===== src/rtl/seq_detect_pkg.sv =====
`default_nettype none
// ============================================================================
// Module      : seq_detect_pkg
// Description : Shared types and constants for the programmable sequence
//               detector: controller state encoding, default widths and the
//               pattern-length clamp bounds.
// Config      : none (SEQ_DETECT_OVERLAP_EN is consumed by seq_match_core)
// Revision    : 1.0 - initial release
// ============================================================================
package seq_detect_pkg;

    typedef enum logic [1:0] {
        ST_IDLE = 2'b00,
        ST_RUN  = 2'b01,
        ST_DONE = 2'b10
    } state_t;

    localparam int c_pat_w_def = 8;
    localparam int c_win_w_def = 8;
    localparam int c_cnt_w_def = 8;

    // A one-bit "pattern" would match nearly every bit, so lengths are
    // clamped to at least two; the upper bound is the instance's PAT_W.
    localparam int c_len_min   = 2;

endpackage
`default_nettype wire


===== src/rtl/seq_match_core.sv =====
`default_nettype none
// ============================================================================
// Module      : seq_match_core
// Description : Mealy matcher. Holds the received-bit history and a fill
//               count, compares the newest len bits against the pattern and
//               raises op in the same cycle as the final pattern bit.
// Ports       : clk, reset  - clock, synchronous active-high reset
//               clear       - restart history/fill (priority over shift)
//               shift       - accept ip this cycle (also qualifies op)
//               ip          - serial bit
//               pattern/len - latched pattern and clamped length
//               op          - combinational match output
// Config      : SEQ_DETECT_OVERLAP_EN - keep history after a match so
//               overlapping occurrences are found; otherwise history and fill
//               are cleared on the match edge.
// Revision    : 1.0 - initial release
// ============================================================================
module seq_match_core
    import seq_detect_pkg::*;
#(
    parameter int PAT_W = c_pat_w_def,
    parameter int LEN_W = $clog2(PAT_W + 1)
) (
    input  logic             clk,
    input  logic             reset,
    input  logic             clear,
    input  logic             shift,
    input  logic             ip,
    input  logic [PAT_W-1:0] pattern,
    input  logic [LEN_W-1:0] len,
    output logic             op
);

    logic [PAT_W-2:0] r_hist;
    logic [LEN_W-1:0] r_fill;
    logic [PAT_W-1:0] w_cand;
    logic [PAT_W-1:0] w_mask;
    logic             w_full;
    logic             w_hit;
    logic             w_restart;

    // Candidate word: stored history with the live bit as its LSB, so the
    // final pattern bit is compared without waiting for a register stage.
    assign w_cand = {r_hist, ip};

    always_comb begin
        w_mask = '0;
        for (int i = 0; i < PAT_W; i++) begin
            w_mask[i] = (i < int'(len));
        end
    end

    // len is always >= 2, so len-1 never wraps.
    assign w_full = (r_fill >= (len - LEN_W'(1)));
    assign w_hit  = (((w_cand ^ pattern) & w_mask) == '0);
    assign op     = shift & w_full & w_hit;

`ifdef SEQ_DETECT_OVERLAP_EN
    assign w_restart = clear;
`else
    assign w_restart = clear | op;
`endif

    always_ff @(posedge clk) begin
        if (reset || w_restart) begin
            r_hist <= '0;
            r_fill <= '0;
        end else if (shift) begin
            r_hist <= w_cand[PAT_W-2:0];
            if (r_fill != LEN_W'(PAT_W)) begin
                r_fill <= r_fill + LEN_W'(1);
            end
        end
    end

endmodule
`default_nettype wire


===== src/rtl/seq_detect_ctrl.sv =====
`default_nettype none
// ============================================================================
// Module      : seq_detect_ctrl
// Description : Run controller for the serial pattern matcher. Latches the
//               configuration on start, feeds qualified bits to the matcher
//               over a bounded window, counts matches and pulses done at the
//               end of a window.
// Ports       : clk, reset            - clock, synchronous active-high reset
//               ip, ip_valid          - serial bit and its qualifier
//               start, stop           - begin/restart a run, abort a run
//               cfg_pattern/len/window- run configuration (window 0 = free run)
//               op                    - combinational Mealy match
//               state                 - IDLE=00, RUN=01, DONE=10
//               match_count           - saturating matches in current/last run
//               busy, done            - in RUN, one-cycle end-of-window pulse
// Config      : SEQ_DETECT_OVERLAP_EN (see seq_match_core)
// Revision    : 1.0 - initial release
// ============================================================================
module seq_detect_ctrl
    import seq_detect_pkg::*;
#(
    parameter int PAT_W = c_pat_w_def,
    parameter int WIN_W = c_win_w_def,
    parameter int CNT_W = c_cnt_w_def
) (
    input  logic                         clk,
    input  logic                         reset,
    input  logic                         ip,
    input  logic                         ip_valid,
    input  logic                         start,
    input  logic                         stop,
    input  logic [PAT_W-1:0]             cfg_pattern,
    input  logic [$clog2(PAT_W+1)-1:0]   cfg_len,
    input  logic [WIN_W-1:0]             cfg_window,
    output logic                         op,
    output logic [1:0]                   state,
    output logic [CNT_W-1:0]             match_count,
    output logic                         busy,
    output logic                         done
);

    localparam int               c_len_w   = $clog2(PAT_W + 1);
    localparam logic [CNT_W-1:0] c_cnt_max = '1;

    state_t             r_state;
    state_t             w_state_nxt;
    logic [PAT_W-1:0]   r_pattern;
    logic [c_len_w-1:0] r_len;
    logic [c_len_w-1:0] w_len_clamped;
    logic [WIN_W-1:0]   r_window;
    logic [WIN_W-1:0]   r_remain;
    logic [CNT_W-1:0]   r_count;
    logic               w_accept;
    logic               w_load;
    logic               w_last;
    logic               w_op;

    assign w_len_clamped = (cfg_len < c_len_w'(c_len_min)) ? c_len_w'(c_len_min) :
                           (cfg_len > c_len_w'(PAT_W))     ? c_len_w'(PAT_W)     :
                                                             cfg_len;

    assign w_accept = (r_state == ST_RUN) && ip_valid;
    assign w_last   = w_accept && (r_window != '0) && (r_remain == WIN_W'(1));

    // Restart in RUN outranks end-of-window: a start on the last bit begins
    // a fresh run instead of finishing the old one.
    always_comb begin
        w_state_nxt = r_state;
        w_load      = 1'b0;
        case (r_state)
            ST_IDLE: begin
                if (start && !stop) begin
                    w_state_nxt = ST_RUN;
                    w_load      = 1'b1;
                end
            end
            ST_RUN: begin
                if (stop) begin
                    w_state_nxt = ST_IDLE;
                end else if (start) begin
                    w_state_nxt = ST_RUN;
                    w_load      = 1'b1;
                end else if (w_last) begin
                    w_state_nxt = ST_DONE;
                end
            end
            ST_DONE: begin
                w_state_nxt = ST_IDLE;
            end
            default: begin
                w_state_nxt = ST_IDLE;
            end
        endcase
    end

    always_ff @(posedge clk) begin
        if (reset) begin
            r_state   <= ST_IDLE;
            r_pattern <= '0;
            r_len     <= c_len_w'(c_len_min);
            r_window  <= '0;
            r_remain  <= '0;
            r_count   <= '0;
        end else begin
            r_state <= w_state_nxt;
            if (w_load) begin
                r_pattern <= cfg_pattern;
                r_len     <= w_len_clamped;
                r_window  <= cfg_window;
                r_remain  <= cfg_window;
                r_count   <= '0;
            end else if (w_accept) begin
                if (r_window != '0) begin
                    r_remain <= r_remain - WIN_W'(1);
                end
                if (w_op && (r_count != c_cnt_max)) begin
                    r_count <= r_count + CNT_W'(1);
                end
            end
        end
    end

    seq_match_core #(
        .PAT_W (PAT_W),
        .LEN_W (c_len_w)
    ) u_core (
        .clk     (clk),
        .reset   (reset),
        .clear   (w_load),
        .shift   (w_accept),
        .ip      (ip),
        .pattern (r_pattern),
        .len     (r_len),
        .op      (w_op)
    );

    assign op          = w_op;
    assign state       = r_state;
    assign match_count = r_count;
    assign busy        = (r_state == ST_RUN);
    assign done        = (r_state == ST_DONE);

endmodule
`default_nettype wire


===== config.mk =====
export PLATFORM = sky130hd
export DESIGN_NAME = seq_detect_ctrl
export DESIGN_NICKNAME = d
export VERILOG_FILES = /design/src/rtl/seq_detect_pkg.sv /design/src/rtl/seq_match_core.sv /design/src/rtl/seq_detect_ctrl.sv
export SDC_FILE = /design/constraint.sdc
export NUM_CORES = 1
export LEC_CHECK = 0
export ABC_AREA = 1
export BUFFER_PORTS_ARGS = -buffer_cell sky130_fd_sc_hd__clkbuf_2
export CAP_MARGIN = 10
export CORE_AREA = 4 4 100 102
export CTS_CLUSTER_DIAMETER = 50
export DETAILED_ROUTE_END_ITERATION = 8
export DIE_AREA = 0 0 104 106
export PLACE_DENSITY = 0.44
export SLEW_MARGIN = 15
export SYNTH_ARGS = -nofsm -noshare
export SYNTH_HDL_FRONTEND = slang
export SYNTH_SLANG_ARGS = --single-unit
export TNS_END_PERCENT = 5

===== constraint.sdc =====
create_clock -name clk -period 2.9 [get_ports clk]
set_clock_uncertainty 0.1 [all_clocks]
set_input_delay 0.435 -clock clk [delete_from_list [all_inputs] [get_ports clk]]
set_output_delay 0.435 -clock clk [all_outputs]
set_load 0.02 [all_outputs]

# --- Word level (Yosys, flattened, before mapping) ---
# Cells that the tools add are included.
totals:
  latchBits: 0
  elab_cells: 66
  mem_count: 0
  rom_bits: 0
  input_bits: 26
  register_bits: 49
  ramBits: 0
  out_inout_bits: 13
classes:
  multipliers: 0
  muxes: 14
  addsub: 4
  n_reduce_logical: 17
  n_shift: 0
  n_div: 0
  eq_ne: 7
  order_cmp: 11
  bitwise: 5
op_table:
  columns: ["op", "n"]
  rows:
  - ["two-way mux 8 bit", 3]
  - ["less-than comparator 3 x 4 -> 1 bit, first input constant", 4]
  - ["adder 8 x 1 -> 8 bit, second input constant", 1]
  - ["bitwise AND 8 bit", 1]
  - ["equality test 8 x 1 -> 1 bit, second input constant", 1]
  - ["logical NOT 8 bit", 1]
  - ["less-than comparator 1 x 4 -> 1 bit, first input constant", 2]
  - ["less-than comparator 2 x 4 -> 1 bit, first input constant", 2]
  - ["two-way mux 2 bit", 4]
  - ["two-way mux 4 bit", 2]
  - ["inequality test 8 bit, second input constant", 1]
  - ["AND reduction 2 bit", 4]
  - ["nonzero test 8 bit", 1]
  - ["subtractor 8 x 1 -> 8 bit, second input constant", 1]
  - ["XOR 8 bit", 1]
  - ["logical AND 1 bit", 5]
  - ["adder 4 x 1 -> 4 bit, second input constant", 1]
  - [">= comparator 4 bit", 1]
  - ["> comparator 4 bit, second input constant", 1]
  - ["less-than comparator 4 x 2 -> 1 bit, second input constant", 1]
  - ["inequality test 4 x 3 -> 1 bit, second input constant", 1]
  - ["inequality test 4 bit, second input constant", 1]
  - ["case mux 2 bit (2 select lines)", 1]
  - ["nonzero test 2 bit", 2]
  - ["12 further kinds", 15]

# --- Depth between registers and ports, before layout ---
# Gate-level depths: netlist of the first run.
depth:
  word_depth: 8
  depth_mapped: 14

# --- Cells and area by module ---
# Synthesis of the first run repeated with hierarchy kept, for this count alone.
hier_totals:
  hier_cells: 419
  hier_area_um2: 2782.7
by_module_without_submodules:
  columns: ["mod", "cells_each", "area_per_inst_um2", "instances"]
  rows:
  - ["seq_detect_ctrl", 283, 1881.8, 1]
  - ["seq_match_core", 136, 900.9, 1]

# --- Worst setup path before layout of the first run ---
# No wires, ideal clock.
synth_path:
  path_kind: "register to output"
  startpoint: "reg r_len[0]"
  endpoint: "out op"
  t_arrival_ns: 1.774
  stages_incl_launch_ff: 13
  n_path_buf: 0
  slack_ns: 0.591
  t_required_ns: 2.365
  cell_sequence: "dfxtp_1 > inv_1 > ha_1 > xnor2_1 > ha_1 > nand2_1 > inv_1 > nand2_1 > nand2_1 > nor2_1 > nor2_8 > nand2_2 > inv_1"
synth_between:
  elab_chain_len: 4
synth_lines:
  columns: ["element", "line", "source"]
  rows:
  - ["from (decl)", "seq_detect_ctrl.sv:48", "logic [c_len_w-1:0] r_len;"]
  - ["from (signal assigned)", "seq_detect_ctrl.sv:100", "r_len <= c_len_w'(c_len_min);"]
  - ["from (signal assigned)", "seq_detect_ctrl.sv:108", "r_len <= w_len_clamped;"]
  - ["subtractor 4 x 1 -> 4 bit, or another cell as far along", "seq_match_core.sv:54", "assign w_full = (r_fill >= (len - LEN_W'(1)));"]
  - [">= comparator 4 bit or bitwise AND 8 bit (tied branches)", "seq_match_core.sv:54, seq_match_core.sv:55", null]
  - ["bitwise AND 1 bit or logical NOT 8 bit (tied branches)", "seq_match_core.sv:56, seq_match_core.sv:55", null]
  - ["bitwise AND 1 bit (*)", "seq_match_core.sv:56", "assign op = shift & w_full & w_hit;"]
  - ["to (decl)", "seq_detect_ctrl.sv:35", "output logic op,"]
# Mark *: on every way between the ends. The rest lies on a longest branch, timed or not.

# --- Final worst setup path of the first run ---
# Ends and elaborated chain as after synthesis.

==> results.cfg, run 1 <==
[synth]
syn_nets = 412
synthAdderAreaFrac = 0.05652
synth_simple_gate_area_frac = 0.2793
ys_seq_elements = 49
seq_area_frac_synth = 0.3693
synthMuxAreaShare = 0
synth.distinct_cells = 34
yosysWarningCount = 0
synth-xor-area-share = 0.02638
syn_inst = 374
synth_top_family_by_area = simple AND/OR/NAND/NOR gates
syn_area_per_cell_um2 = 7.102
synth-compound-area-share = 0.1691
syn_area_um2 = 2656

[global_route]
track_usage = 0.1183
grt-ovfl-total = 0
grt_pass1_vias = 2272
grt_max_degree = 18
antenna_found_initial = 0
grt_pass1_wl_um = 10670

[setup_path]
required_ns = 2.37
crit_arrival_ns = 2.15
path_class = flip-flop to primary output
startpoint_type = flip-flop
crit_path_max_fanout = 4
cp-end-kind = primary output

[cts]
clk_latency_ns = 0.31
cts_root_buffer = clkbuf_8
cts_tree = built
cts_buffers = 5
h-tree-depth = 2
clock-sinks = 49
hold_buffers = 0
clkTransAtPathRegs_ns = 0.10
ctsLongestPathBuffers = 2

[floorplan]
pin_count = 39
die_w_um = 104
start_util = 0.2916
placementRows = 35
fp.dieArea_um2 = 11020
die_y_um = 106
core_area_um2 = 9109

[route]
num_vias = 2386
post_drt_wl_per_cell_um = 11.93
drt_iter0_drc = 58
drt_wl_total_um = 6289
dr.pass1.iters = 4
ant_nets = 0
drc = 0
viasPerCell = 4.528

[final_layout]
fin_area_um2 = 3098
layout-drive-gt1-share = 0.1851
syn_to_final_growth_pct = 16.63
layout.nets = 453
diodes = 0

[placement]
io_buffers = 38
placed_area_um2 = 2969
gp_congestion = 0.7871
dp_hpwl_um = 4795

[hold_path]
hold_path.class = input pin to flip-flop

[sta]
layout_min_cycle_time_ns = 2.685
maxSlewViolCount = 0
slew-limit-headroom = 0.6844
max_freq_mhz = 372.5
tightest_slew_ns = 0.4729
finalCritPeriodShare = 0.9258
setup_viol_count_final = 0
rsz0062_at_grt = no
finalHoldViolCount = 0
finalSetupTns_ns = 0

[power]
p_leak_nw = 1.373
p_per_area_nw_per_um2 = 463.6
irDropWorstVdd_mv = 0.2625

[outcome]
outcome = completed

[flow_run]
drv_cap = 0
-- sequential cells by signal (all words and copies together) (netlist names) --
signal,flops
u_core.r_fill,4
r_remain,8
u_core.r_hist,7
r_window,8
match_count,8
state,2
r_len,4
r_pattern,8
-- cell usage after synthesis, drive strengths merged --
library cell | n | share of area
inv | 60 | 0.085
o22ai | 9 | 0.021
nand4 | 9 | 0.021
nand2 | 98 | 0.15
dfxtp | 49 | 0.37
xnor2 | 3 | 0.0099
nand3b | 1 | 0.0028
clkbuf | 6 | 0.0085
a31oi | 1 | 0.0024
buf | 2 | 0.0061
xor2 | 5 | 0.016
nor2 | 25 | 0.049
nor3 | 3 | 0.0057
nor3b | 1 | 0.0028
a211oi | 1 | 0.0028
nor4 | 1 | 0.0024
or2 | 1 | 0.0024
ha | 12 | 0.057
a21boi | 2 | 0.0057
a21oi | 35 | 0.080
nand3 | 22 | 0.046
o21ai | 25 | 0.049
o211ai | 3 | 0.0085
-- placed cells by master (no fill, tap or decap), drive strengths merged --
master,Yosys,layout
nand2,98,98
inv,60,60
dfxtp,49,49
clkbuf,6,44
a21oi,35,35
o21ai,25,25
nor2,25,25
nand3,22,22
ha,12,12
o22ai,9,9
nand4,9,9
xor2,5,5
buf,2,4
xnor2,3,3
o211ai,3,3
nor3,3,3
a21boi,2,2
or2,1,1
nor4,1,1
a211oi,1,1
a31oi,1,1
nand3b,1,1
nor3b,1,1
bufinv,0,1
clkinv,0,1
-- through the flow --
stage	worst slack, ns	std cells	utilization	power (mW)	hold slack [ns]
global placement	0.4108	518	0.3260	0.9454	0.3572
detailed placement	0.3940	518	0.3260	0.9473	0.3616
finish	0.2153	527	0.3401	1.436	0.2713
floorplan	0.5915	374	-	0.8835	0.3434
global route	0.01405	527	0.3401	1.524	0.2666
CTS	0.03685	526	0.3382	1.461	0.2655
-- power breakdown --
| group | switching (mW) | internal (mW) |
|---|---|---|
| registers | 0.0162 | 0.700 |
| clock network | 0.246 | 0.259 |
| logic | 0.138 | 0.0765 |
| total | 0.400 | 1.04 |
-- timing repair --
item                       CTS  global route
setup endpoints to repair    0             1
resized for setup            0             3
buffers inserted             0             1
-- worst max-delay path, stage by stage, from the launching register on --
cell and delay, ns:
dfxtp_1 0.37, inv_1 0.09, ha_1 0.25, xnor2_1 0.14, ha_1 0.27, nand2_1 0.10, inv_1 0.04, nand2_1 0.05
nand2_1 0.07, nor2_4 0.14, nor2_8 0.05, nand2_2 0.06, inv_1 0.04, clkbuf_2 0.14
-- final timing paths --
check,start,endpoint,slack [ns],depth (start not counted)
worst max-delay path,r_len[0],op,0.22,13
worst min-delay path,cfg_pattern[0],r_pattern[0],0.27,3
worst max register to register,r_len[0],u_core.r_fill[2],0.62,13
worst min register to register,r_pattern[4],r_pattern[4],0.37,2
-- layout make-up --
cell class                 instances  area [um^2]
clock buffer                       6        72.57
timing repair buffer              42        220.2
sequential                        49        980.9
clock inverter                     2        38.79
inverter                          60        225.2
tap                              111        138.9
fill                             993         6011
multi-input combinational        257         1421
-- metal layers --
layer,part of all wire,vias up,GRT usage
li1,-,1291,-
met1,0.50,1067,0.1537
met2,0.46,22,0.2010
met3,0.026,6,0.02307
met4,0.011,0,0.03134
met5,0,-,0
-- kinds of logic (layout without fill, tap and decap cells) --
logic type	Yosys count	after routing
AND/OR/NAND/NOR	161	161
AO/OA/AOI/OAI	76	76
adder cells (fa/ha/maj)	12	12
flip-flops	49	49
buffers and inverters	68	110
XOR/XNOR	8	8
(Power assumes the default switching activity.)
==> inputs of run 2 (changes only) <==
--- a/config.mk
+++ b/config.mk
@@ -12,6 +12,7 @@
 export CTS_CLUSTER_DIAMETER = 50
 export DETAILED_ROUTE_END_ITERATION = 8
 export DIE_AREA = 0 0 104 106
+export GPL_TIMING_DRIVEN = 0
 export PLACE_DENSITY = 0.44
 export SLEW_MARGIN = 15
 export SYNTH_ARGS = -nofsm -noshare
==> constraint.sdc (replaced) <==
create_clock -name clk -period 3.08 [get_ports clk]
set_clock_uncertainty 0.1 [all_clocks]
set_input_delay 0.462 -clock clk [delete_from_list [all_inputs] [get_ports clk]]
set_output_delay 0.462 -clock clk [all_outputs]
set_load 0.02 [all_outputs]
==> run 2 against run 1 <==
  * Flip-flop and latch count stayed put
  * Critical path depth stayed put
  * Sequential power is 5.7% lower
  * Core utilization is 0.069 points higher
  * Worst setup slack better by 0.046 ns
  * Via count is 2.1% higher
  * Worst hold slack better by 0.034 ns
  * Sequential share of layout area is 0.064 points lower
  * Largest cell class unchanged
  * Largest power group unchanged
  * Highest routed layer unchanged
==> results.cfg, run 2 (synthesis gave the netlist of run 1 again) <==
[final_layout]
mostFrequentLayoutCells = nand2_1 (91), inv_1 (58), dfxtp_1 (49)
layout.nets = 457
layout-drive-gt1-share = 0.1762
syn_to_final_growth_pct = 16.86
final_util = 0.3408
final_common_cell = nand2_1
diodes = 0

[cts]
hold_buffers = 0
cts_tree = built
ctsLongestPathBuffers = 2
h-tree-depth = 2
cts_setup_buffers = 0
clkTransAtPathRegs_ns = 0.10
cts_root_buffer = clkbuf_8
clk_latency_ns = 0.30
clock-sinks = 49
cts_buffers = 5

[route]
post_drt_wl_per_cell_um = 12.64
drt_wl_total_um = 6713
num_vias = 2436
viasPerCell = 4.588
ant_nets = 0
drc = 0
dr.pass1.iters = 4
drt_iter0_drc = 66

[floorplan]
die_w_um = 104
die_y_um = 106
placementRows = 35
fp.dieArea_um2 = 11020
core_area_um2 = 9109
start_util = 0.2916
pin_count = 39

[sta]
finalHoldViolCount = 0
finalSetupTns_ns = 0
setup_viol_count_final = 0
timing.hold.ws_ns = 0.3048
finalCritPeriodShare = 0.9151
rsz0062_at_grt = no
layout_min_cycle_time_ns = 2.819
maxSlewViolCount = 0
tightest_slew_ns = 0.5427
slew-limit-headroom = 0.6382
max_freq_mhz = 354.8

[setup_path]
crit_path_max_fanout = 10
required_ns = 2.52
reg2reg_depth = 14
startpoint_type = flip-flop
startpoint = r_len[0]
critPathBufInv = 4
cp_slowest_cell = dfxtp_1
path_cells = inv_1, ha_1, xnor2_1, ha_1, nand2_1, inv_1, nand2_1, nand2_1, nor2_2, nor2_8, nand2_2, inv_1, clkbuf_2
cp-end-kind = primary output
r2r-start = r_len[0]
crit_arrival_ns = 2.26
critPathMaxStageDelay_ns = 0.37
crit_cells = 13
path_class = flip-flop to primary output
crit_family = simple AND/OR/NAND/NOR gates
rrSetupSlack_ns = 0.82

[placement]
dp_hpwl_um = 5195
gp_congestion = 0.7911
io_buffers = 38

[power]
p_per_area_nw_per_um2 = 441.7
p_leak_nw = 1.373
irDropWorstVdd_mv = 0.1795

[hold_path]
hold_path.class = input pin to flip-flop
min_delay_path_depth = 3
hold_start = cfg_pattern[0]

[global_route]
antenna_found_initial = 0
grt_max_degree = 15
grt_pass1_wl_um = 11660
track_usage = 0.1283
grt_pass1_vias = 2404
grt-ovfl-total = 0

[flow_run]
drv_cap = 0

[outcome]
outcome = completed
==> run 2: path summary, 6_finish.rpt <==
kind | endpoint
max | op
min | r_pattern[0]
max reg2reg | u_core.r_hist[6]
min reg2reg | r_pattern[4]
==> run 2: cell type report <==
cell class	instances	area, um^2
buffer	8	38.79
clock buffer	7	86.33
clock inverter	1	30.03
fill	1032	6005
inverter	60	225.2
multi-input combinational	257	1414
sequential	49	980.9
tap	111	138.9
timing repair buffer	38	190.2
==> run 2: where the power goes <==
part	total (mW)	switching (mW)	internal [mW]	leakage [nW]
logic	0.206	0.134	0.0723	0.915
clock network	0.491	0.225	0.265	0.0585
registers	0.675	0.0154	0.659	0.400
total	1.37	0.374	0.997	1.37
==> run 2: layer usage <==
metal | GRT usage | share of wire
met5 | 0 | 0
met1 | 0.1636 | 0.48
met3 | 0.02611 | 0.034
met2 | 0.2238 | 0.48
met4 | 0.02849 | 0.0052
==> run 2: worst min-delay path: stages <==
cell	delay, ns
clkbuf_2	0.09
nand2_1	0.06
a21oi_1	0.05
==> run 2: repair_timing <==
item                       4_1_cts  5_1_grt
resized for setup                0        1
setup endpoints to repair        0        1
hold endpoints to repair         0        0
==> run 2: stage by stage <==
step	total power [mW]	cells	setup slack (ns)	cell area, um^2
final	1.371	531	0.2614	3104
after detailed placement	0.8988	523	0.4710	2985
after global routing	1.456	531	0.03478	3104
after global placement	0.8970	523	0.4464	2985
after floorplan	0.8318	374	0.7445	2656
after CTS	1.399	531	0.1151	3102
